<file path="config.mk">
export PLATFORM = sky130hd
export DESIGN_NAME = ad5662_spi_rx
export DESIGN_NICKNAME = d
export VERILOG_FILES = /design/src/rtl/ad5662_spi_rx.sv
export SDC_FILE = /design/constraint.sdc
export NUM_CORES = 1
export LEC_CHECK = 0
export ABC_AREA = 1
export CAP_MARGIN = 5
export CORE_UTILIZATION = 53
export CTS_CLUSTER_DIAMETER = 120
export DETAILED_ROUTE_END_ITERATION = 10
export DONT_BUFFER_PORTS = 1
export PLACE_DENSITY = 0.7
export SLEW_MARGIN = 10
export SYNTH_ARGS = -nofsm -noshare
export SYNTH_HDL_FRONTEND = slang
export SYNTH_SLANG_ARGS = --single-unit
</file>
<file path="constraint.sdc">
create_clock -name clk -period 2.89 [get_ports clk]
set_clock_uncertainty 0.1 [all_clocks]
set_input_delay 0.1445 -clock clk [delete_from_list [all_inputs] [get_ports clk]]
set_output_delay 0.1445 -clock clk [all_outputs]
set_load 0.02 [all_outputs]
</file>
<file path="src/rtl/ad5662_spi_rx.sv">
// AD5662 SPI frame receiver: oversamples SCLK/MOSI/SYNC_N in the loop clock domain,
// decodes 24-bit frames into DAC code and power-down mode, and tracks aborted/stale frames.
module ad5662_spi_rx #(
    parameter int SYNC_STAGES    = 2,
    parameter int TIMEOUT_CYCLES = 200000000
) (
    input  logic        clk,
    input  logic        reset_n,
    input  logic        sclk,
    input  logic        mosi,
    input  logic        sync_n,
    output logic [15:0] dac_val,
    output logic [1:0]  pd_mode,
    output logic        frame_valid,
    output logic        frame_err,
    output logic [15:0] frame_cnt,
    output logic [7:0]  err_cnt,
    output logic        stale
);

    typedef enum logic [1:0] {
        ST_IDLE  = 2'd0,
        ST_SHIFT = 2'd1,
        ST_HOLD  = 2'd2
    } state_t;

    localparam logic [27:0] TO_LIM = 28'(TIMEOUT_CYCLES - 1);

    logic [SYNC_STAGES-1:0] r_sclk_sync;
    logic [SYNC_STAGES-1:0] r_sync_n_sync;
    logic [SYNC_STAGES-1:0] r_mosi_sync;
    logic                   r_sclk_prev;
    logic                   r_sync_n_prev;

    state_t      r_state;
    state_t      w_state_nxt;
    logic [4:0]  r_bit_cnt;
    logic [23:0] r_sr;
    logic        r_done;
    logic        r_abort;
    logic [27:0] r_to_cnt;
    logic [27:0] w_to_next;

    logic w_sclk_cur;
    logic w_sync_n_cur;
    logic w_mosi_cur;
    logic w_sclk_fall;
    logic w_sync_fall;
    logic w_sync_rise;
    logic w_shift;
    logic w_done;
    logic w_abort;
    logic w_clr_cnt;

    // Synchronizer chains plus one edge-detect flop per control input.
    always_ff @(posedge clk or negedge reset_n) begin
        if (!reset_n) begin
            r_sclk_sync   <= '1;
            r_sync_n_sync <= '1;
            r_mosi_sync   <= '0;
            r_sclk_prev   <= 1'b1;
            r_sync_n_prev <= 1'b1;
        end else begin
            r_sclk_sync[0]   <= sclk;
            r_sync_n_sync[0] <= sync_n;
            r_mosi_sync[0]   <= mosi;
            for (int i = 1; i < SYNC_STAGES; i++) begin
                r_sclk_sync[i]   <= r_sclk_sync[i-1];
                r_sync_n_sync[i] <= r_sync_n_sync[i-1];
                r_mosi_sync[i]   <= r_mosi_sync[i-1];
            end
            r_sclk_prev   <= w_sclk_cur;
            r_sync_n_prev <= w_sync_n_cur;
        end
    end

    // MOSI is taken from the same stage as the SCLK "current" value so both see equal delay.
    assign w_sclk_cur   = r_sclk_sync[SYNC_STAGES-1];
    assign w_sync_n_cur = r_sync_n_sync[SYNC_STAGES-1];
    assign w_mosi_cur   = r_mosi_sync[SYNC_STAGES-1];
    assign w_sclk_fall  = r_sclk_prev & ~w_sclk_cur;
    assign w_sync_fall  = r_sync_n_prev & ~w_sync_n_cur;
    assign w_sync_rise  = ~r_sync_n_prev & w_sync_n_cur;

    // FSM state register.
    always_ff @(posedge clk or negedge reset_n) begin
        if (!reset_n) begin
            r_state <= ST_IDLE;
        end else begin
            r_state <= w_state_nxt;
        end
    end

    // Next-state decode; a final SCLK edge coinciding with SYNC_N rising still completes the frame.
    always_comb begin
        w_state_nxt = r_state;
        w_shift     = 1'b0;
        w_done      = 1'b0;
        w_abort     = 1'b0;
        w_clr_cnt   = 1'b0;
        case (r_state)
            ST_IDLE: begin
                if (w_sync_fall) begin
                    w_state_nxt = ST_SHIFT;
                    w_clr_cnt   = 1'b1;
                end else begin
                    w_state_nxt = ST_IDLE;
                end
            end
            ST_SHIFT: begin
                if (w_sclk_fall) begin
                    w_shift = 1'b1;
                    if (r_bit_cnt == 5'd23) begin
                        w_done      = 1'b1;
                        w_state_nxt = w_sync_rise ? ST_IDLE : ST_HOLD;
                    end else if (w_sync_rise) begin
                        w_abort     = 1'b1;
                        w_state_nxt = ST_IDLE;
                    end else begin
                        w_state_nxt = ST_SHIFT;
                    end
                end else if (w_sync_rise) begin
                    w_abort     = (r_bit_cnt != 5'd0);
                    w_state_nxt = ST_IDLE;
                end else begin
                    w_state_nxt = ST_SHIFT;
                end
            end
            ST_HOLD: begin
                if (w_sync_rise) begin
                    w_state_nxt = ST_IDLE;
                end else begin
                    w_state_nxt = ST_HOLD;
                end
            end
            default: begin
                w_state_nxt = ST_IDLE;
            end
        endcase
    end

    // Shift register, bit counter and one-cycle completion/abort flags.
    always_ff @(posedge clk or negedge reset_n) begin
        if (!reset_n) begin
            r_bit_cnt <= 5'd0;
            r_sr      <= 24'd0;
            r_done    <= 1'b0;
            r_abort   <= 1'b0;
        end else begin
            if (w_clr_cnt) begin
                r_bit_cnt <= 5'd0;
            end else if (w_shift) begin
                r_bit_cnt <= r_bit_cnt + 5'd1;
            end else begin
                r_bit_cnt <= r_bit_cnt;
            end
            if (w_shift) begin
                r_sr <= {r_sr[22:0], w_mosi_cur};
            end else begin
                r_sr <= r_sr;
            end
            r_done  <= w_done;
            r_abort <= w_abort;
        end
    end

    assign w_to_next = (r_to_cnt == 28'hFFF_FFFF) ? r_to_cnt : r_to_cnt + 28'd1;

    // Registered outputs, frame/error counters and stale timeout.
    always_ff @(posedge clk or negedge reset_n) begin
        if (!reset_n) begin
            dac_val     <= 16'd32767;
            pd_mode     <= 2'd0;
            frame_valid <= 1'b0;
            frame_err   <= 1'b0;
            frame_cnt   <= 16'd0;
            err_cnt     <= 8'd0;
            stale       <= 1'b0;
            r_to_cnt    <= 28'd0;
        end else begin
            frame_valid <= r_done;
            frame_err   <= r_abort;
            if (r_done) begin
                dac_val   <= r_sr[15:0];
                pd_mode   <= r_sr[17:16];
                frame_cnt <= frame_cnt + 16'd1;
                r_to_cnt  <= 28'd0;
                stale     <= 1'b0;
            end else begin
                r_to_cnt  <= w_to_next;
                stale     <= (w_to_next >= TO_LIM);
            end
            if (r_abort && (err_cnt != 8'hFF)) begin
                err_cnt <= err_cnt + 8'd1;
            end else begin
                err_cnt <= err_cnt;
            end
        end
    end

endmodule

</file>
# After elaboration in Yosys (flattened, before gate mapping)
# Index checks and enable logic that the tools add are counted.
[op_classes]
add_sub_neg = 4
magnitude_cmp = 1
eq_ne = 5
n_mux = 23
bitwise_logic = 6
n_reduce_logical = 4
[ops]
columns = ["op", "count"]
rows = [
  ["28-bit two-way mux", 2],
  ["28-bit by 1-bit adder with 28-bit output, second input constant", 1],
  ["28-bit equality test, second input constant", 1],
  ["28-bit greater-or-equal comparator, second input constant", 1],
  ["16-bit by 1-bit adder with 16-bit output, second input constant", 1],
  ["1-bit two-way mux", 15],
  ["5-bit two-way mux", 2],
  ["8-bit by 1-bit adder with 8-bit output, second input constant", 1],
  ["8-bit inequality test, second input constant", 1],
  ["2-bit two-way mux", 3],
  ["2-bit case mux with 3 select lines", 1],
  ["5-bit by 1-bit adder with 5-bit output, second input constant", 1],
  ["5-bit equality test, second input constant", 1],
  ["5-bit nonzero test", 1],
  ["1-bit AND", 3],
  ["1-bit inverter", 3],
  ["2-bit by 1-bit equality test with 1-bit output, second input constant", 1],
  ["2-bit equality test, second input constant", 1],
  ["2-bit logical NOT", 1],
  ["2-bit nonzero test", 1],
  ["1-bit logical AND", 1],
]
[totals]
regBits = 108
word_cells = 61

# Logic depth before layout (Yosys ltp)
[depth]
word_depth = 6
mapped_depth = 16

# Least setup slack after synthesis
# OpenSTA, ideal clock, no wires.
[synth_path]
path_type = "flip-flop to flip-flop"
from = "register r_to_cnt[0]"
to = "register stale"
setup_ps = 72
arrival_time_ps = 1899
slack_ps = 819
stages_incl_launch_ff = 17
synth_period_minus_slack_ps = 2071
path_cell_list = "dfrtp_1 -> ha_1 -> inv_2 -> nor2_4 -> nand2_4 -> nor2_8 -> nand2_4 -> buf_6 -> nand2_2 -> nand2_1 -> inv_1 -> nand4_1 -> nor2_1 -> nor2_1 -> nor2_1 -> nor2_1 -> nor2_1"
[synth_via]
elab_chain_cells = 4
[synth_rtl]
columns = ["element", "line", "source"]
rows = [
  ["from (decl)", "41", "logic [27:0] r_to_cnt;"],
  ["from (signal assigned)", "190", "r_to_cnt <= w_to_next;"],
  ["28-bit by 1-bit adder with 28-bit output / 28-bit equality test (equally long branches)", "167", "assign w_to_next = (r_to_cnt == 28'hFFF_FFFF) ? r_to_cnt : r_to_cnt + 28'd1;"],
  ["28-bit two-way mux *", "167", ""],
  ["28-bit greater-or-equal comparator *", "191", "stale <= (w_to_next >= TO_LIM);"],
  ["1-bit two-way mux *", "183", "if (r_done) begin"],
  ["to (signal assigned)", "191", ""],
  ["to (decl)", "18", "output logic stale"],
]
# Mark *: on every way between the ends. The rest lies on a longest branch, timed or not.
# A chain may end at the register's enable or synchronous reset.

# Worst setup path after layout
# Ends and elaborated chain as after synthesis.

==> metrics.md <==
| Metric | Value |
|---|---|
| Design area | between 0.005 and 0.006 mm² |
| WP buf/inv | 2 |
| Antenna Nets Post-Route | 0 |
| Cell chain of the critical path | ha_1, inv_2, nor2_4, nand2_4, nor2_8, nand2_4, nand2_1, nand2_1, inv_1, nand4_1, nor2_1, nor2_1, nor2_1, nor2_1, nor2_1 |
| Drt wl/cell | 13.8 µm |
| Top-area cell type share of the netlist area | a little over two fifths |
| WHS Endpoint | r_sclk_sync[0] |
| Synth top cells by count | nand2_1, dfrtp_1, nor2_1 |
| Die Span X | around 100 µm |
| Post-synthesis instance total | 626 |
| Final #Nets | 641 |
| DR iter-0 viols | around 140 |
| Final Core Density | 59.4% |
| Top area cells in the synthesized netlist | dfrtp_1, nand2_1, dfstp_2, nor2_1, inv_1 |
| Status | completed |
| # DRC | 0 |
| R2R setup slack | 260 ps |
| Register Area | between 0.002 and 0.003 mm² |
| WL final | 10,600 µm |
| HPWL after DPL | between 7000 and 8000 µm |
| CP dominant cell by count | nor2_1 |
| Num CTS Buffers | 9 |
| Fill cells | 843 |
| Layout cells sized above 1 | 9.28% |
| HP Start | sclk |
| Core area | 0.00933 mm² |
| PD cells | around 510 mW/mm² |
| Final max-slew violation count | 0 |
| Placed Instances | 744 |
| Placed cell area | 0.00526 mm² |
| Maximum vdd drop | about 0.31 mV |
| #FFs+latches synth | 108 |
| Area occupied by multi-input gates | 0.00213 mm² |
| Die area | 0.0101 mm² |
| Total Power | 2.83 mW |
| Drt first pass iters | 5 |
| Clk sinks | between 100 and 150 |
| Pre-CTS WS | about 330 ps |
| Leak pwr | around 2.8 nW |
| CP endpoint kind | register |
| Routability cong. | 0.968 |
| N_diodes | 0 |
| Tot GR Track Use | a little under a quarter |
| Crit path DAT | 2840 ps |
| Required time worst endpoint | 3090 ps |
| Synth area leader | dfrtp_1 |
| Starting density of the core | 55.1% |
| Crit Path Class | reg2reg |
| CTS tree | built |
| Number of antenna violations at the first check in global routing | 0 |
| Max-cap viol count | 0 |
| Sequential area share after synthesis | 53.1% |
| Largest buffer count on any clock path | 2 |
| Fin Hold WS | 201 ps |
| Non-Filler Instances | 765 |
| Die Span Y | 100 µm |
| Root Buffer | clkbuf_8 |
| Crit-path max cell delay | 480 ps |
| Global route total overflow | 0 |
| Via count | 3,944 |
| Synth warn | 0 |
| Reg2reg end | stale |
| Vias in the first global route | approximately 4,000 |
| CP delay by family, top | simple AND/OR/NAND/NOR gates |
| # setup viols final | 0 |
| EDFF count, synth | 0 |
| Final worst setup slack | between 200 and 300 ps |
| Max H-tree Level | 3 |
| RSZ-0062 raised after global routing | false |
| Hold Path Cell Cnt | 1 |
| Worst-skew pair later-pin latency | 370 ps |
| Reg-to-Reg Start | r_to_cnt[0] |
| Crit path time final | 2630 ps |
| Slew @ Worst Pin | 690 ps |
| Setup bufs post-CTS | 0 |
| Async set-reset flop share out of synthesis | 100% |
| Setup TNS | 0 ps |
| First-pass GRT wire length | between 15,000 and 20,000 µm |
| Num rows | 35 |
| Mean post-synth cell area | 8.21 µm² |
| Syn nets | roughly 640 |
| Vias per inst | 5.16 |
| Synth cell types | 37 |
| Count leader, synth | nand2_1 |
| Primary FF master, synth | dfrtp_1 |
| Reg clk slew, reported paths | 120 ps |
| CP startpoint kind | register |
| Largest net degree at the start of global routing | 109 |
| I/O pin count | 50 |
| Crit-path max FO | 38 |
| Cell area after synthesis | around 0.0051 mm² |
| Rel. slew slack | 54.0% |
| Synth-to-Final Area Change | 7.74% |
| Port bufs | 0 |
| Final Hold Vio Count | 0 |
| Register-to-Register Path Depth | 15 |
| Slowest CP cell | dfrtp_1 |
| FMAX | 380 MHz |
| Final cycle utilization of the critical path | 91.1% |
| Hold Path Class | in2reg |
-- layer usage --
layer / GRT usage (%) / part of all wire (%)
met1: 30.1 / 46
met2: 37.5 / 48
met3: 5.20 / 4.6
met4: 7.92 / 1.8
met5: 0 / 0
-- layout make-up --
cell class	count	share of cell area, %
clock inverter	7	1.58
inverter	55	3.75
clock buffer	9	2.24
timing repair buffer	9	1.76
tap	129	2.92
sequential	108	49.3
multi-input combinational	448	38.5
-- layout by cell type, fill, tap and decap left out, drive strengths merged, types with 3 or more instances in the layout --
| cell type | count |
|---|---|
| nand2 | 239 |
| dfrtp | 87 |
| nor2 | 78 |
| inv | 58 |
| nand3 | 32 |
| xor2 | 21 |
| dfstp | 21 |
| a21oi | 20 |
| xnor2 | 11 |
| o21ai | 11 |
| clkbuf | 9 |
| nor3 | 8 |
| nand4 | 7 |
| ha | 5 |
| buf | 5 |
| o21bai | 4 |
| nand3b | 4 |
| dlygate4sd3 | 4 |
| clkinv | 3 |
-- cells by family after synthesis --
| kind of cell | Yosys count | share of synthesized area [%] |
|---|---|---|
| and+or+nand+nor | 371 | 30.2 |
| AOI/OAI and AO/OA | 39 | 4.33 |
| muxes | 1 | 0.219 |
| xor gates and xnor gates | 32 | 5.45 |
| buffers and inverters | 70 | 5.45 |
| DFF | 108 | 53.1 |
| adders and majority gates | 5 | 1.22 |
-- report_power, final --
group	switching, mW	total (mW)	internal (mW)
logic	0.109	0.180	0.0709
clock network	0.591	0.945	0.355
registers	0.105	1.71	1.60
-- timing repair --
action	4_1_cts	5_1_grt
hold buffers	5	0
setup endpoints to repair	0	0
endpoints found under the hold margin	111	0
gates resized for setup	0	0
-- registers in the layout, summed over array words and instances, names as in the netlist --
signal	count
r_to_cnt	28
r_sr	18
dac_val	16
frame_cnt	16
err_cnt	8
r_bit_cnt	5
pd_mode	2
r_mosi_sync	2
r_sclk_sync	2
r_state	2
r_sync_n_sync	2
frame_err	1
frame_valid	1
r_abort	1
r_done	1
r_sclk_prev	1
r_sync_n_prev	1
stale	1
-- worst max path at each step --
| stage | startpoint | cells past startpoint | to | slack [ps] |
|---|---|---|---|---|
| finish | r_to_cnt[0] | 15 | stale | 260 |
| global route | r_to_cnt[0] | 15 | stale | 60 |
| CTS | r_to_cnt[0] | 15 | stale | 280 |
| detailed placement | r_to_cnt[0] | 15 | stale | 330 |
| global placement | r_to_cnt[0] | 15 | stale | 440 |
| floorplan | r_to_cnt[0] | 16 | stale | 820 |
Power figures use the tool's default switching activity.
